**src/rtl/conv_window_sequencer.sv**
```systemverilog
// Address and strobe sequencer for one 2-D convolution pass over a square image.
// Optional build macro CONV_STRIDE2_EN selects a window step of 2 in both directions.
module conv_window_sequencer #(
  parameter int IMG_SIZE = 256,
  parameter int KER_SIZE = 3,
  parameter int ADDR_W   = 16
) (
  input  logic              clk,
  input  logic              rst,
  input  logic              start,
  input  logic              out_ready,
  output logic [ADDR_W-1:0] imAddr,
  output logic [ADDR_W-1:0] kAddr,
  output logic [ADDR_W-1:0] filtAddr,
  output logic              mac_en,
  output logic              mac_clr,
  output logic              out_we,
  output logic              busy,
  output logic              done
);

`ifdef CONV_STRIDE2_EN
  localparam int STRIDE = 2;
`else
  localparam int STRIDE = 1;
`endif
  localparam int OUT = (IMG_SIZE - KER_SIZE) / STRIDE + 1;

  localparam logic [ADDR_W-1:0] K_LAST   = ADDR_W'(KER_SIZE - 1);
  localparam logic [ADDR_W-1:0] OUT_LAST = ADDR_W'(OUT - 1);
  localparam logic [ADDR_W-1:0] IMG_STEP = ADDR_W'(IMG_SIZE);
  localparam logic [ADDR_W-1:0] ROW_STEP = ADDR_W'(STRIDE * IMG_SIZE);
  localparam logic [ADDR_W-1:0] COL_STEP = ADDR_W'(STRIDE);

  typedef enum logic [2:0] {S_IDLE, S_FETCH, S_DRAIN, S_WRITE, S_DONE} state_t;

  state_t r_state, w_next;

  logic [ADDR_W-1:0] r_im_addr, r_k_addr, r_filt_addr;
  logic [ADDR_W-1:0] r_row_base, r_pix_base, r_win_row;
  logic [ADDR_W-1:0] r_r, r_c, r_kr, r_kc;
  logic              r_mac_en, r_mac_clr;
  logic              w_last_tap, w_last_pix;

  assign w_last_tap = (r_kr == K_LAST) && (r_kc == K_LAST);
  assign w_last_pix = (r_r == OUT_LAST) && (r_c == OUT_LAST);

  always_ff @(posedge clk) begin
    if (rst) r_state <= S_IDLE;
    else     r_state <= w_next;
  end

  always_comb begin
    w_next = r_state;
    out_we = 1'b0;
    busy   = 1'b1;
    done   = 1'b0;
    case (r_state)
      S_IDLE: begin
        busy = 1'b0;
        if (start) w_next = S_FETCH;
      end
      S_FETCH: if (w_last_tap) w_next = S_DRAIN;
      S_DRAIN: w_next = S_WRITE;
      S_WRITE: begin
        out_we = 1'b1;
        if (out_ready) w_next = w_last_pix ? S_DONE : S_FETCH;
      end
      S_DONE: begin
        done   = 1'b1;
        w_next = S_IDLE;
      end
      default: w_next = S_IDLE;
    endcase
  end

  // Window walk: r_win_row tracks the image address of the current kernel row start.
  always_ff @(posedge clk) begin
    if (rst || r_state == S_IDLE || r_state == S_DONE) begin
      r_im_addr   <= '0;
      r_k_addr    <= '0;
      r_filt_addr <= '0;
      r_row_base  <= '0;
      r_pix_base  <= '0;
      r_win_row   <= '0;
      r_r         <= '0;
      r_c         <= '0;
      r_kr        <= '0;
      r_kc        <= '0;
    end else if (r_state == S_FETCH && !w_last_tap) begin
      r_k_addr <= r_k_addr + 1'b1;
      if (r_kc == K_LAST) begin
        r_kc      <= '0;
        r_kr      <= r_kr + 1'b1;
        r_win_row <= r_win_row + IMG_STEP;
        r_im_addr <= r_win_row + IMG_STEP;
      end else begin
        r_kc      <= r_kc + 1'b1;
        r_im_addr <= r_im_addr + 1'b1;
      end
    end else if (r_state == S_WRITE && out_ready && !w_last_pix) begin
      r_kr        <= '0;
      r_kc        <= '0;
      r_k_addr    <= '0;
      r_filt_addr <= r_filt_addr + 1'b1;
      if (r_c == OUT_LAST) begin
        r_c        <= '0;
        r_r        <= r_r + 1'b1;
        r_row_base <= r_row_base + ROW_STEP;
        r_pix_base <= r_row_base + ROW_STEP;
        r_win_row  <= r_row_base + ROW_STEP;
        r_im_addr  <= r_row_base + ROW_STEP;
      end else begin
        r_c        <= r_c + 1'b1;
        r_pix_base <= r_pix_base + COL_STEP;
        r_win_row  <= r_pix_base + COL_STEP;
        r_im_addr  <= r_pix_base + COL_STEP;
      end
    end
  end

  // Read data arrives one cycle after the address, so the MAC strobes lag the fetch.
  always_ff @(posedge clk) begin
    if (rst) begin
      r_mac_en  <= 1'b0;
      r_mac_clr <= 1'b0;
    end else begin
      r_mac_en  <= (r_state == S_FETCH);
      r_mac_clr <= (r_state == S_FETCH) && (r_kr == '0) && (r_kc == '0);
    end
  end

  assign imAddr   = r_im_addr;
  assign kAddr    = r_k_addr;
  assign filtAddr = r_filt_addr;
  assign mac_en   = r_mac_en;
  assign mac_clr  = r_mac_clr;

endmodule
```
**config.mk**
```make
export PLATFORM = sky130hd
export DESIGN_NAME = conv_window_sequencer
export DESIGN_NICKNAME = d
export VERILOG_FILES = /design/src/rtl/conv_window_sequencer.sv
export SDC_FILE = /design/constraint.sdc
export NUM_CORES = 1
export LEC_CHECK = 0
export ABC_AREA = 1
export BUFFER_PORTS_ARGS = -buffer_cell sky130_fd_sc_hd__buf_2
export CAP_MARGIN = 20
export CELL_PAD_IN_SITES_DETAIL_PLACEMENT = 0
export CELL_PAD_IN_SITES_GLOBAL_PLACEMENT = 1
export CORE_ASPECT_RATIO = 2
export CORE_MARGIN = 8
export CORE_UTILIZATION = 40
export CTS_BUF_LIST = sky130_fd_sc_hd__clkbuf_8 sky130_fd_sc_hd__clkbuf_16
export CTS_CLUSTER_SIZE = 8
export DETAILED_ROUTE_END_ITERATION = 6
export PLACE_DENSITY = 0.73
export SLEW_MARGIN = 20
export SYNTH_ARGS = -nofsm -noshare
export SYNTH_HDL_FRONTEND = slang
export SYNTH_SLANG_ARGS = --single-unit
```
**constraint.sdc**
```tcl
create_clock -name clk -period 2.3 [get_ports clk]
set_input_delay 0.23 -clock clk [delete_from_list [all_inputs] [get_ports clk]]
set_output_delay 0.23 -clock clk [all_outputs]
set_load 0.02 [all_outputs]
```
==> metrics.log, run 1 <==
[metrics] via density per instance: 5.102
[metrics] slowest library cell on the worst path: dfxtp_1
[metrics] number of hold violations in the final report: 0
[metrics] Buffers on Ports: between 50 and 60
[metrics] Slew Limit Fails: 0
[metrics] worst flop-to-flop path startpoint: r_c[1]
[metrics] core region area: 22640 um^2
[metrics] minimum clock period after layout: just over 2 ns
[metrics] run status: finished clean
[metrics] latest clock arrival within the worst-skew pair: 0.44 ns
[metrics] switching power of the nets: ~1.6 mW
[metrics] area share of the leading cell type in the synthesized netlist: roughly a third
[metrics] global-route wire length before repair: around 45000 um
[metrics] maximum number of pins on one net before global-route repair: 30
[metrics] starting density of the core: between 40% and 50%
[metrics] Crit Path Class: flop to flop
[metrics] Total Power: 6.335 mW
[metrics] Synth warnings: 0
[metrics] cell type contributing the most total cell area after synthesis: dfxtp_1
[metrics] total half-perimeter wirelength after legalization and detailed placement: about 21000 um
[metrics] Clock Tree Root: clkbuf_16
[metrics] depth of the CTS H-tree: 4
[metrics] count of antenna-violating nets left after detailed routing: 0
[metrics] die area: 28490 um^2
[metrics] Async SR Flop Fraction: 0%
[metrics] post-synthesis instance area: between 9000 and 10000 um^2
[metrics] vertical extent of the die: 230.8 um
[metrics] number of antenna violations at the first check in global routing: 0
[metrics] most instantiated library cell after synthesis: nand2_1
[metrics] cell area power density: approximately 600 nW/um^2
[metrics] leading post-synthesis cells by instance count: nand2_1 (437), nor2_1 (170), dfxtp_1 (157), inv_1 (155), nand3_1 (138)
[metrics] synthesized netlist net count: 1482
[metrics] capturing point of the worst reg2reg path: r_win_row[1]
[metrics] fraction of power consumed by combinational cells: roughly 7.8%
[metrics] Num Clock Sinks: around 160
[metrics] terminating pin of the worst hold path: r_state[1]
[metrics] CTS Buf Count: 17
[metrics] synth top area cells: dfxtp_1 (34%), nand2_1 (18%), nand3_1 (7.5%), nor2_1 (6.9%), inv_1 (6.3%)
[metrics] number of antenna diodes: 0
[metrics] largest clock skew in the final design: 0.007338 ns
[metrics] worst max-slew margin expressed relative to the limit: approximately two thirds
[metrics] Setup-failing EPs final: 0
[metrics] final cycle utilization of the critical path: 90.12%
[metrics] Synth Register Bits: between 150 and 200
[metrics] RSZ-0062 raised after global routing: no
[metrics] proportion of layout cells with a drive suffix above 1: a little under an eighth
[metrics] Crit path buffers/inverters: 3
[metrics] Setup crit end kind: flop
[metrics] first-pass detailed-route iteration total: 5
[metrics] clock tree buffer depth: 2
[metrics] Routed Wire Length: 27710 um
[metrics] post-synthesis cell count: 1462
[metrics] arrival time of data at the critical path endpoint: around 2.4 ns
[metrics] maximum clock rate: about 480 MHz
[metrics] synthesis-to-finish area growth: 14.83%
[metrics] sequential share of power: a little over two fifths
[metrics] initial drt markers: 411
[metrics] worst reg-to-reg setup slack: about 0.23 ns
[metrics] TritonCTS clock tree: yes
[metrics] Clk pin slew, worst setup/hold paths: approximately 0.060 ns
[metrics] non-filler cells, final: about 1.8k
[metrics] max-cap violation count: 0
[metrics] vias in the first global route: a little over 9k
[metrics] switching power share of the total: around 25%
[metrics] Startpoint Class: flop
[metrics] std cell rows: between 70 and 80
[metrics] Horiz. Die Dim: approximately 120 um
[metrics] number of cells on the worst hold path: 2
[metrics] number of cells after detailed placement: 1792
[metrics] Top delay family on crit path: simple AND/OR/NAND/NOR gates
[metrics] final weighted congestion in routability-driven placement: between 0.8 and 0.9
[metrics] total global routing overflow: 0
[metrics] final net count: roughly 1.6k
[metrics] Critical Path RT: 2.63 ns
[metrics] total via count in the routed design: 9317
[metrics] count of different cell masters after synthesis: 44
[metrics] total negative slack: 0 ns
[metrics] worst-margin pin slew: 0.4839 ns
[metrics] class of the tightest hold or removal check: input pin to flop
[metrics] average wire per cell in the routed design: between 15 and 20 um
[metrics] largest voltage drop on the vdd net: roughly 520 uV
[metrics] largest stage delay on the critical path: about 0.33 ns
[metrics] total global routing track utilization: about 20%
[metrics] number of synthesized flops with an enable pin: 0
[metrics] fraction of power consumed by the clock network: 48.4%
[metrics] Hold Path Origin: rst
[metrics] post-detailed-route DRC marker count: 0
[metrics] maximum fanout encountered on the critical timing path: 9
[metrics] number of top-level design ports: 57
[metrics] leakage component of the power: around 4.3 nW
[metrics] proportion of synthesized chip area in sequential cells: between 30 and 40%
[metrics] Cell Chain, Critical Path: inv_1 > ha_1 > nand3_1 > nor2_4 > nand2_2 > nor2_2 > nor2_4 > buf_12 > nand2_1 > inv_1 > nand3_1 > o21ai_0
[metrics] most common flop cell mapped by yosys: dfxtp_1
[metrics] Reg2Reg Depth: 12
[metrics] hold buffers post-CTS: 0
[metrics] P_int: ~4.7 mW
[metrics] Avg Cell Area, Syn: between 6 and 7 um^2
-- worst register-to-register path, delay by kind of cell, from the launching register on --
kind                     cells  cell delay (ns)
AND/OR/NAND/NOR              7             1.01
buffers and inverters        3             0.37
flip-flops                   1             0.33
adder cells (fa/ha/maj)      1             0.17
AO/OA/AOI/OAI                1             0.08
-- kinds of logic (layout without fill, tap and decap cells) --
| logic type | Yosys count | in the layout | share of synthesized area [%] |
|---|---|---|---|
| buf+inv | 209 | 293 | 9.543 |
| compound gates | 178 | 178 | 10.41 |
| flops | 157 | 157 | 34.05 |
| simple gates | 861 | 861 | 39.93 |
| xor+xnor | 41 | 41 | 3.890 |
| fa+ha+maj | 16 | 16 | 2.169 |
-- state kept, by name (all words and copies together), names as in the netlist --
register,cells
filtAddr,16
imAddr,16
kAddr,16
r_c,16
r_kc,16
r_kr,16
r_pix_base,16
r_r,16
r_win_row,16
r_row_base,8
r_state,3
mac_clr,1
mac_en,1
-- layout by cell type, fill, tap and decap left out, types with 3 or more instances in the layout --
cell type     n
nor3_1       38
nand2_4       4
xor2_1       30
nor3b_1       3
o21ai_1       4
inv_2         6
buf_12        4
buf_2        56
nor2_4        3
nand4_1      34
nand3_1     138
ha_1         16
nor2_1      168
clkinv_2      5
nor2_2        7
nand3b_1      5
a21oi_2       6
bufinv_16     4
buf_4        36
o21ai_0      63
dfxtp_1     157
inv_1       156
xnor2_1      11
nand2_2      10
clkbuf_16    17
nand2_1     437
o22ai_1       8
a21oi_1      87
or2_2         9
clkinvlp_4    3
-- routing by layer --
metal	GRT usage, %	share of wire, %
met4	9.012	2.8
met2	38.81	56
met5	0	0
met3	3.252	2.4
met1	19.67	38
-- layout make-up --
class | instances | area (um^2)
timing repair buffer | 96 | 630.6
fill | 2486 | 12040
tap | 280 | 350.3
clock buffer | 19 | 452.9
sequential | 157 | 3143
inverter | 165 | 629.4
clock inverter | 13 | 171.4
multi-input combinational | 1096 | 5221
-- worst max path at each step --
| stage | cells after the start | start | to |
|---|---|---|---|
| floorplan | 12 | r_c[0] | r_win_row[11] |
| global placement | 10 | r_c[1] | r_win_row[4] |
| detailed placement | 10 | r_c[1] | r_win_row[4] |
| CTS | 10 | r_c[1] | r_win_row[4] |
| global route | 13 | r_c[1] | r_r[8] |
| finish | 12 | r_c[1] | r_win_row[1] |
-- per-stage QoR --
| step | worst slack, ns | area, um^2 | utilization [%] | hold WS [ns] |
|---|---|---|---|---|
| finish | 0.2272 | 10600 | 46.81 | 0.08371 |
| floorplan | 0.5502 | 9230 | - | 0.3076 |
| global placement | 0.2284 | 9946 | 43.93 | 0.4327 |
| CTS | 0.1437 | 10570 | 46.68 | 0.05571 |
| detailed placement | 0.1720 | 9946 | 43.93 | 0.4365 |
| global route | 0.02366 | 10600 | 46.81 | 0.05909 |
-- power by group through the flow --
| stage | clock network, mW | logic [mW] | registers [mW] |
|---|---|---|---|
| finish | 3.07 | 0.495 | 2.77 |
| global route | 3.22 | 0.552 | 2.77 |
| CTS | 3.14 | 0.501 | 2.77 |
| detailed placement | 0 | 0.502 | 2.83 |
| global placement | 0 | 0.503 | 2.83 |
| floorplan | 0 | 0.310 | 2.84 |
-- repair_timing --
item                                    in CTS  in global routing
endpoints found under the setup margin       0                  5
setup buffers                                0                  2
resized for setup                            0                  1
No activity file was read; power rests on OpenSTA's default activity.
==> run 2, diff against run 1 <==
==> constraint.sdc (replaced) <==
create_clock -name clk -period 2.3 [get_ports clk]
set_input_delay 0.115 -clock clk [delete_from_list [all_inputs] [get_ports clk]]
set_output_delay 0.115 -clock clk [all_outputs]
set_load 0.02 [all_outputs]
==> metrics.log, run 2 (synthesis gave the netlist of run 1 again) <==
[metrics] largest clock skew in the final design: 0.006091 ns
[metrics] run status: finished clean
[metrics] Cell Chain, Critical Path: inv_1 > ha_1 > nand3_1 > nor2_4 > nand2_2 > nor2_2 > nor2_4 > buf_12 > nand2_1 > inv_1 > nand3_1 > o21ai_0
[metrics] worst max-slew margin expressed relative to the limit: between 60% and 70%
[metrics] Buffers on Ports: 56
[metrics] starting density of the core: 40.77%
[metrics] latest clock arrival within the worst-skew pair: between 0.4 and 0.5 ns
[metrics] number of hold violations in the final report: 0
[metrics] Num Clock Sinks: around 160
[metrics] most used cells in the layout excluding fill and tap cells: nand2_1 (437), nor2_1 (168), dfxtp_1 (157), inv_1 (156), nand3_1 (138)
[metrics] total global routing track utilization: ~20%
[metrics] total global routing overflow: 0
[metrics] arrival time of data at the critical path endpoint: 2.40 ns
[metrics] number of cells after detailed placement: 1792
[metrics] final cycle utilization of the critical path: between 90% and 100%
[metrics] core region area: approximately 23000 um^2
[metrics] post-detailed-route DRC marker count: 0
[metrics] leakage component of the power: between 4 and 5 nW
[metrics] first-pass detailed-route iteration total: 4
[metrics] pre-CTS setup slack: roughly 0.17 ns
[metrics] via density per instance: approximately 5
[metrics] maximum clock rate: 482.3 MHz
[metrics] maximum number of pins on one net before global-route repair: 30
[metrics] Setup-failing EPs final: 0
[metrics] Horiz. Die Dim: 123.4 um
[metrics] global-route wire length before repair: 45100 um
[metrics] final design utilization: between 40% and 50%
[metrics] std cell rows: just under 80
[metrics] Setup crit end kind: flop
[metrics] number of antenna violations at the first check in global routing: 0
[metrics] Crit Path Class: flop to flop
[metrics] leading cell type in the layout, fill and taps excluded: nand2_1
[metrics] worst-margin pin slew: about 0.47 ns
[metrics] worst reg-to-reg setup slack: between 0.2 and 0.25 ns
[metrics] proportion of layout cells with a drive suffix above 1: between 10% and 20%
[metrics] Routed Wire Length: ~28000 um
[metrics] vertical extent of the die: 230.8 um
[metrics] maximum fanout encountered on the critical timing path: 9
[metrics] largest stage delay on the critical path: approximately 0.33 ns
[metrics] Critical Path RT: between 2 and 3 ns
[metrics] max-cap violation count: 0
[metrics] Clock Tree Root: clkbuf_16
[metrics] class of the tightest hold or removal check: flop to flop
[metrics] final weighted congestion in routability-driven placement: between 0.8 and 0.9
[metrics] RSZ-0062 raised after global routing: no
[metrics] TritonCTS clock tree: yes
[metrics] depth of the CTS H-tree: 4
[metrics] Slew Limit Fails: 0
[metrics] vias in the first global route: approximately 9k
[metrics] Hold Slack: 0.4473 ns
[metrics] number of top-level design ports: between 50 and 60
[metrics] total half-perimeter wirelength after legalization and detailed placement: about 21000 um
[metrics] Clk pin slew, worst setup/hold paths: 0.06 ns
[metrics] initial drt markers: 414
[metrics] synthesis-to-finish area growth: 15.15%
[metrics] total negative slack: 0 ns
[metrics] average wire per cell in the routed design: between 15 and 20 um
[metrics] largest voltage drop on the vdd net: ~520 uV
[metrics] final net count: roughly 1.6k
[metrics] cell area power density: approximately 600 nW/um^2
[metrics] slowest library cell on the worst path: dfxtp_1
[metrics] Startpoint Class: flop
[metrics] count of antenna-violating nets left after detailed routing: 0
[metrics] number of antenna diodes: 0
[metrics] non-filler cells, final: ~1.8k
[metrics] total via count in the routed design: 9312
[metrics] post-layout worst setup margin: between 0.2 and 0.25 ns
[metrics] CTS Buf Count: 17
[metrics] clock tree buffer depth: 2
[metrics] minimum clock period after layout: between 2 and 2.5 ns
[metrics] die area: 28490 um^2
-- run 2: cell types whose count changed in the layout (fill, tap and decap cells not counted) --
cell / change
dlygate4sd3_1: +3
-- run 2: metal layers --
metal,share of wire [%],vias up,GRT usage (%)
met4,2.9,0,9.012
met2,57,104,38.88
met1,38,4305,19.69
met5,0,-,0
met3,2.3,49,3.252
li1,-,4854,-
-- run 2: area by class of cell --
type / count / area, um^2
flip-flops and latches: 157 / 3143
multi-input cells: 1096 / 5221
fillers: 2485 / 12010
clock inverters: 13 / 171.4
repair buffers: 99 / 660.6
clock buffers: 19 / 452.9
inverters: 165 / 629.4
well taps: 280 / 350.3
-- run 2: critical path, delay by kind of cell, from the launching register on --
kind            cells  cell delay (ns)
buf+inv             3             0.37
simple gates        7             1.00
fa+ha+maj           1             0.17
flops               1             0.33
compound gates      1             0.08
-- run 2: timing repair --
item / in CTS / in global routing
endpoints found under the setup margin: 0 / 5
endpoints found under the hold margin: 3 / 0
gates resized for setup: 0 / 1
buffers inserted: 0 / 2
hold buffers: 3 / 0
-- run 2: final timing paths --
kind,start,end,cells past startpoint
worst max-delay path,r_c[1],r_win_row[1],12
worst min-delay path,r_win_row[7],r_win_row[7],2
worst max register to register,r_c[1],r_win_row[1],12
worst min register to register,r_win_row[7],r_win_row[7],2
-- run 2: where the power goes --
| group | total [mW] | leakage (nW) | switching [mW] | internal [mW] |
|---|---|---|---|---|
| logic | 0.498 | 2.77 | 0.359 | 0.139 |
| registers | 2.77 | 1.27 | 0.0298 | 2.74 |
| clock network | 3.06 | 0.306 | 1.20 | 1.86 |
-- run 2: stage by stage --
step,power (mW),instance area (um^2)
floorplan,3.154,9230
global placement,3.335,9946
detailed placement,3.334,9946
CTS,6.416,10600
global route,6.552,10630
finish,6.333,10630
==> run 3, diff against run 2 <==
- CORE_UTILIZATION: 40 -> 44
- CTS_BUF_LIST: sky130_fd_sc_hd__clkbuf_8 sky130_fd_sc_hd__clkbuf_16 -> default
- PLACE_DENSITY: 0.73 -> 0.79
==> metrics.log, run 3 (synthesis gave the netlist of run 1 again) <==
[metrics] run status: finished clean
[metrics] maximum clock rate: approximately 480 MHz
[metrics] worst-margin pin slew: approximately 0.56 ns
[metrics] Buffers on Ports: 56
[metrics] clock tree buffer depth: 2
[metrics] leading cell type in the layout, fill and taps excluded: nand2_1
[metrics] total global routing track utilization: about a fifth
[metrics] maximum fanout encountered on the critical timing path: 13
[metrics] capturing point of the worst reg2reg path: r_state[1]
[metrics] die area: 26150 um^2
[metrics] final weighted congestion in routability-driven placement: between 0.8 and 0.9
[metrics] Setup-failing EPs final: 0
[metrics] minimum clock period after layout: approximately 2.1 ns
[metrics] latest clock arrival within the worst-skew pair: 0.44 ns
[metrics] final design utilization: 50.61%
[metrics] std cell rows: between 70 and 80
[metrics] largest clock skew in the final design: between 0.008 and 0.009 ns
[metrics] largest voltage drop on the vdd net: approximately 460 uV
[metrics] Setup crit end kind: flop
[metrics] total negative slack: 0 ns
[metrics] global-route wire length before repair: roughly 45000 um
[metrics] worst max-slew margin expressed relative to the limit: 62.68%
[metrics] first-pass detailed-route iteration total: 4
[metrics] total global routing overflow: 0
[metrics] depth of the CTS H-tree: 4
[metrics] Post-Place Cell Area: 9905 um^2
[metrics] post-route design area: 10540 um^2
[metrics] CTS Buf Count: 17
[metrics] total via count in the routed design: around 9.3k
[metrics] leakage component of the power: ~4.3 nW
[metrics] Horiz. Die Dim: approximately 120 um
[metrics] total half-perimeter wirelength after legalization and detailed placement: around 20000 um
[metrics] Reg2Reg Depth: 10
[metrics] vias in the first global route: roughly 9k
[metrics] Cell Chain, Critical Path: inv_1 > ha_1 > nand2_1 > nor2_1 > nand2_2 > o21ai_4 > buf_12 > nand2_1 > a211oi_2 > dlygate4sd3_1
[metrics] worst flop-to-flop path startpoint: r_kc[0]
[metrics] slowest library cell on the worst path: dlygate4sd3_1
[metrics] number of cells on the worst hold path: 5
[metrics] synthesis-to-finish area growth: 14.22%
[metrics] largest stage delay on the critical path: 0.57 ns
[metrics] max-cap violation count: 0
[metrics] proportion of layout cells with a drive suffix above 1: 11.64%
[metrics] vertical extent of the die: 220.8 um
[metrics] worst reg-to-reg setup slack: between 0.15 and 0.2 ns
[metrics] Startpoint Class: flop
[metrics] average wire per cell in the routed design: approximately 15 um
[metrics] most used cells in the layout excluding fill and tap cells: nand2_1 (436), nor2_1 (166), dfxtp_1 (157), inv_1 (155), nand3_1 (138)
[metrics] Critical Path RT: between 2 and 3 ns
[metrics] number of hold violations in the final report: 0
[metrics] Crit Path Class: flop to flop
[metrics] terminating pin of the worst hold path: r_state[2]
[metrics] TritonCTS clock tree: yes
[metrics] final net count: about 1.6k
[metrics] number of antenna violations at the first check in global routing: 0
[metrics] initial drt markers: 535
[metrics] number of antenna diodes: 0
[metrics] Slew Limit Fails: 0
[metrics] maximum number of pins on one net before global-route repair: 43
[metrics] core region area: about 21000 um^2
[metrics] Hold Slack: ~0.09 ns
[metrics] RSZ-0062 raised after global routing: no
[metrics] starting density of the core: about 44%
[metrics] arrival time of data at the critical path endpoint: about 2.5 ns
[metrics] final cycle utilization of the critical path: 91.45%
[metrics] Clock Tree Root: clkbuf_16
[metrics] via density per instance: a little over 5
[metrics] cell area power density: around 570 nW/um^2
[metrics] post-detailed-route DRC marker count: 0
[metrics] Routed Wire Length: ~27000 um
[metrics] count of antenna-violating nets left after detailed routing: 0
[metrics] cell type with the highest occurrence count on the critical path: nand2_1
[metrics] number of top-level design ports: 57
[metrics] Num Clock Sinks: between 150 and 200
[metrics] class of the tightest hold or removal check: input pin to flop
[metrics] Clk pin slew, worst setup/hold paths: approximately 0.060 ns
[metrics] Hold Path Origin: out_ready
[run 3: cell types whose count changed in the layout (fill, tap and decap cells not counted), sizes merged]
| cell | before | now |
|---|---|---|
| buf | 96 | 93 |
| clkinv | 6 | 9 |
| inv | 165 | 163 |
| clkbuf | 19 | 20 |
| clkinvlp | 3 | 4 |
| bufinv | 4 | 2 |
[run 3: critical path: cells and delay by family (launching register included)]
kind	cells	cell delay, ns
AOI/OAI and AO/OA	2	0.32
adders and majority gates	1	0.14
buffers and inverters	3	0.84
DFF	1	0.35
and+or+nand+nor	4	0.38
[run 3: per-stage QoR]
stage	instances	total power, mW	setup slack [ns]
after floorplan	1462	3.154	0.5502
after global placement	1779	3.332	0.2616
after CTS	1814	6.120	0.04562
after global routing	1816	6.289	0.01033
final	1816	6.062	0.1966
after detailed placement	1779	3.332	0.1964
[run 3: how the worst max path moves through the flow]
stage	to	from
floorplan	r_win_row[11]	r_c[0]
global placement	imAddr[3]	r_c[1]
detailed placement	r_kc[13]	r_c[1]
CTS	r_state[1]	r_kr[10]
global route	imAddr[4]	r_c[1]
finish	r_state[1]	r_kc[0]
[run 3: where the power goes]
part           total, mW  switching, mW  leakage (nW)  internal [mW]
sequential          2.77         0.0269          1.27           2.74
clock               2.77           1.19         0.268           1.58
combinational      0.524          0.374          2.77          0.149
[run 3: cell type report]
class | count | area, um^2
tap | 269 | 336.6
fill | 2251 | 10290
sequential | 157 | 3143
timing repair buffer | 97 | 638.1
clock buffer | 19 | 432.9
clock inverter | 13 | 125.1
multi-input combinational | 1096 | 5239
inverter | 165 | 628.1
[run 3: what timing repair did]
action,4_1_cts,5_1_grt
buffers inserted,0,1
endpoints found under the setup margin,0,1
hold buffers,3,0
resized for setup,0,5
hold endpoints to repair,3,0
[run 3: routing by layer]
metal	wire length [um]	track usage (%)	vias to the layer above
met5	0	0	-
met4	723	8.583	0
met3	733	4.030	44
met2	15460	42.08	137
met1	10530	20.56	4317
li1	-	-	4841
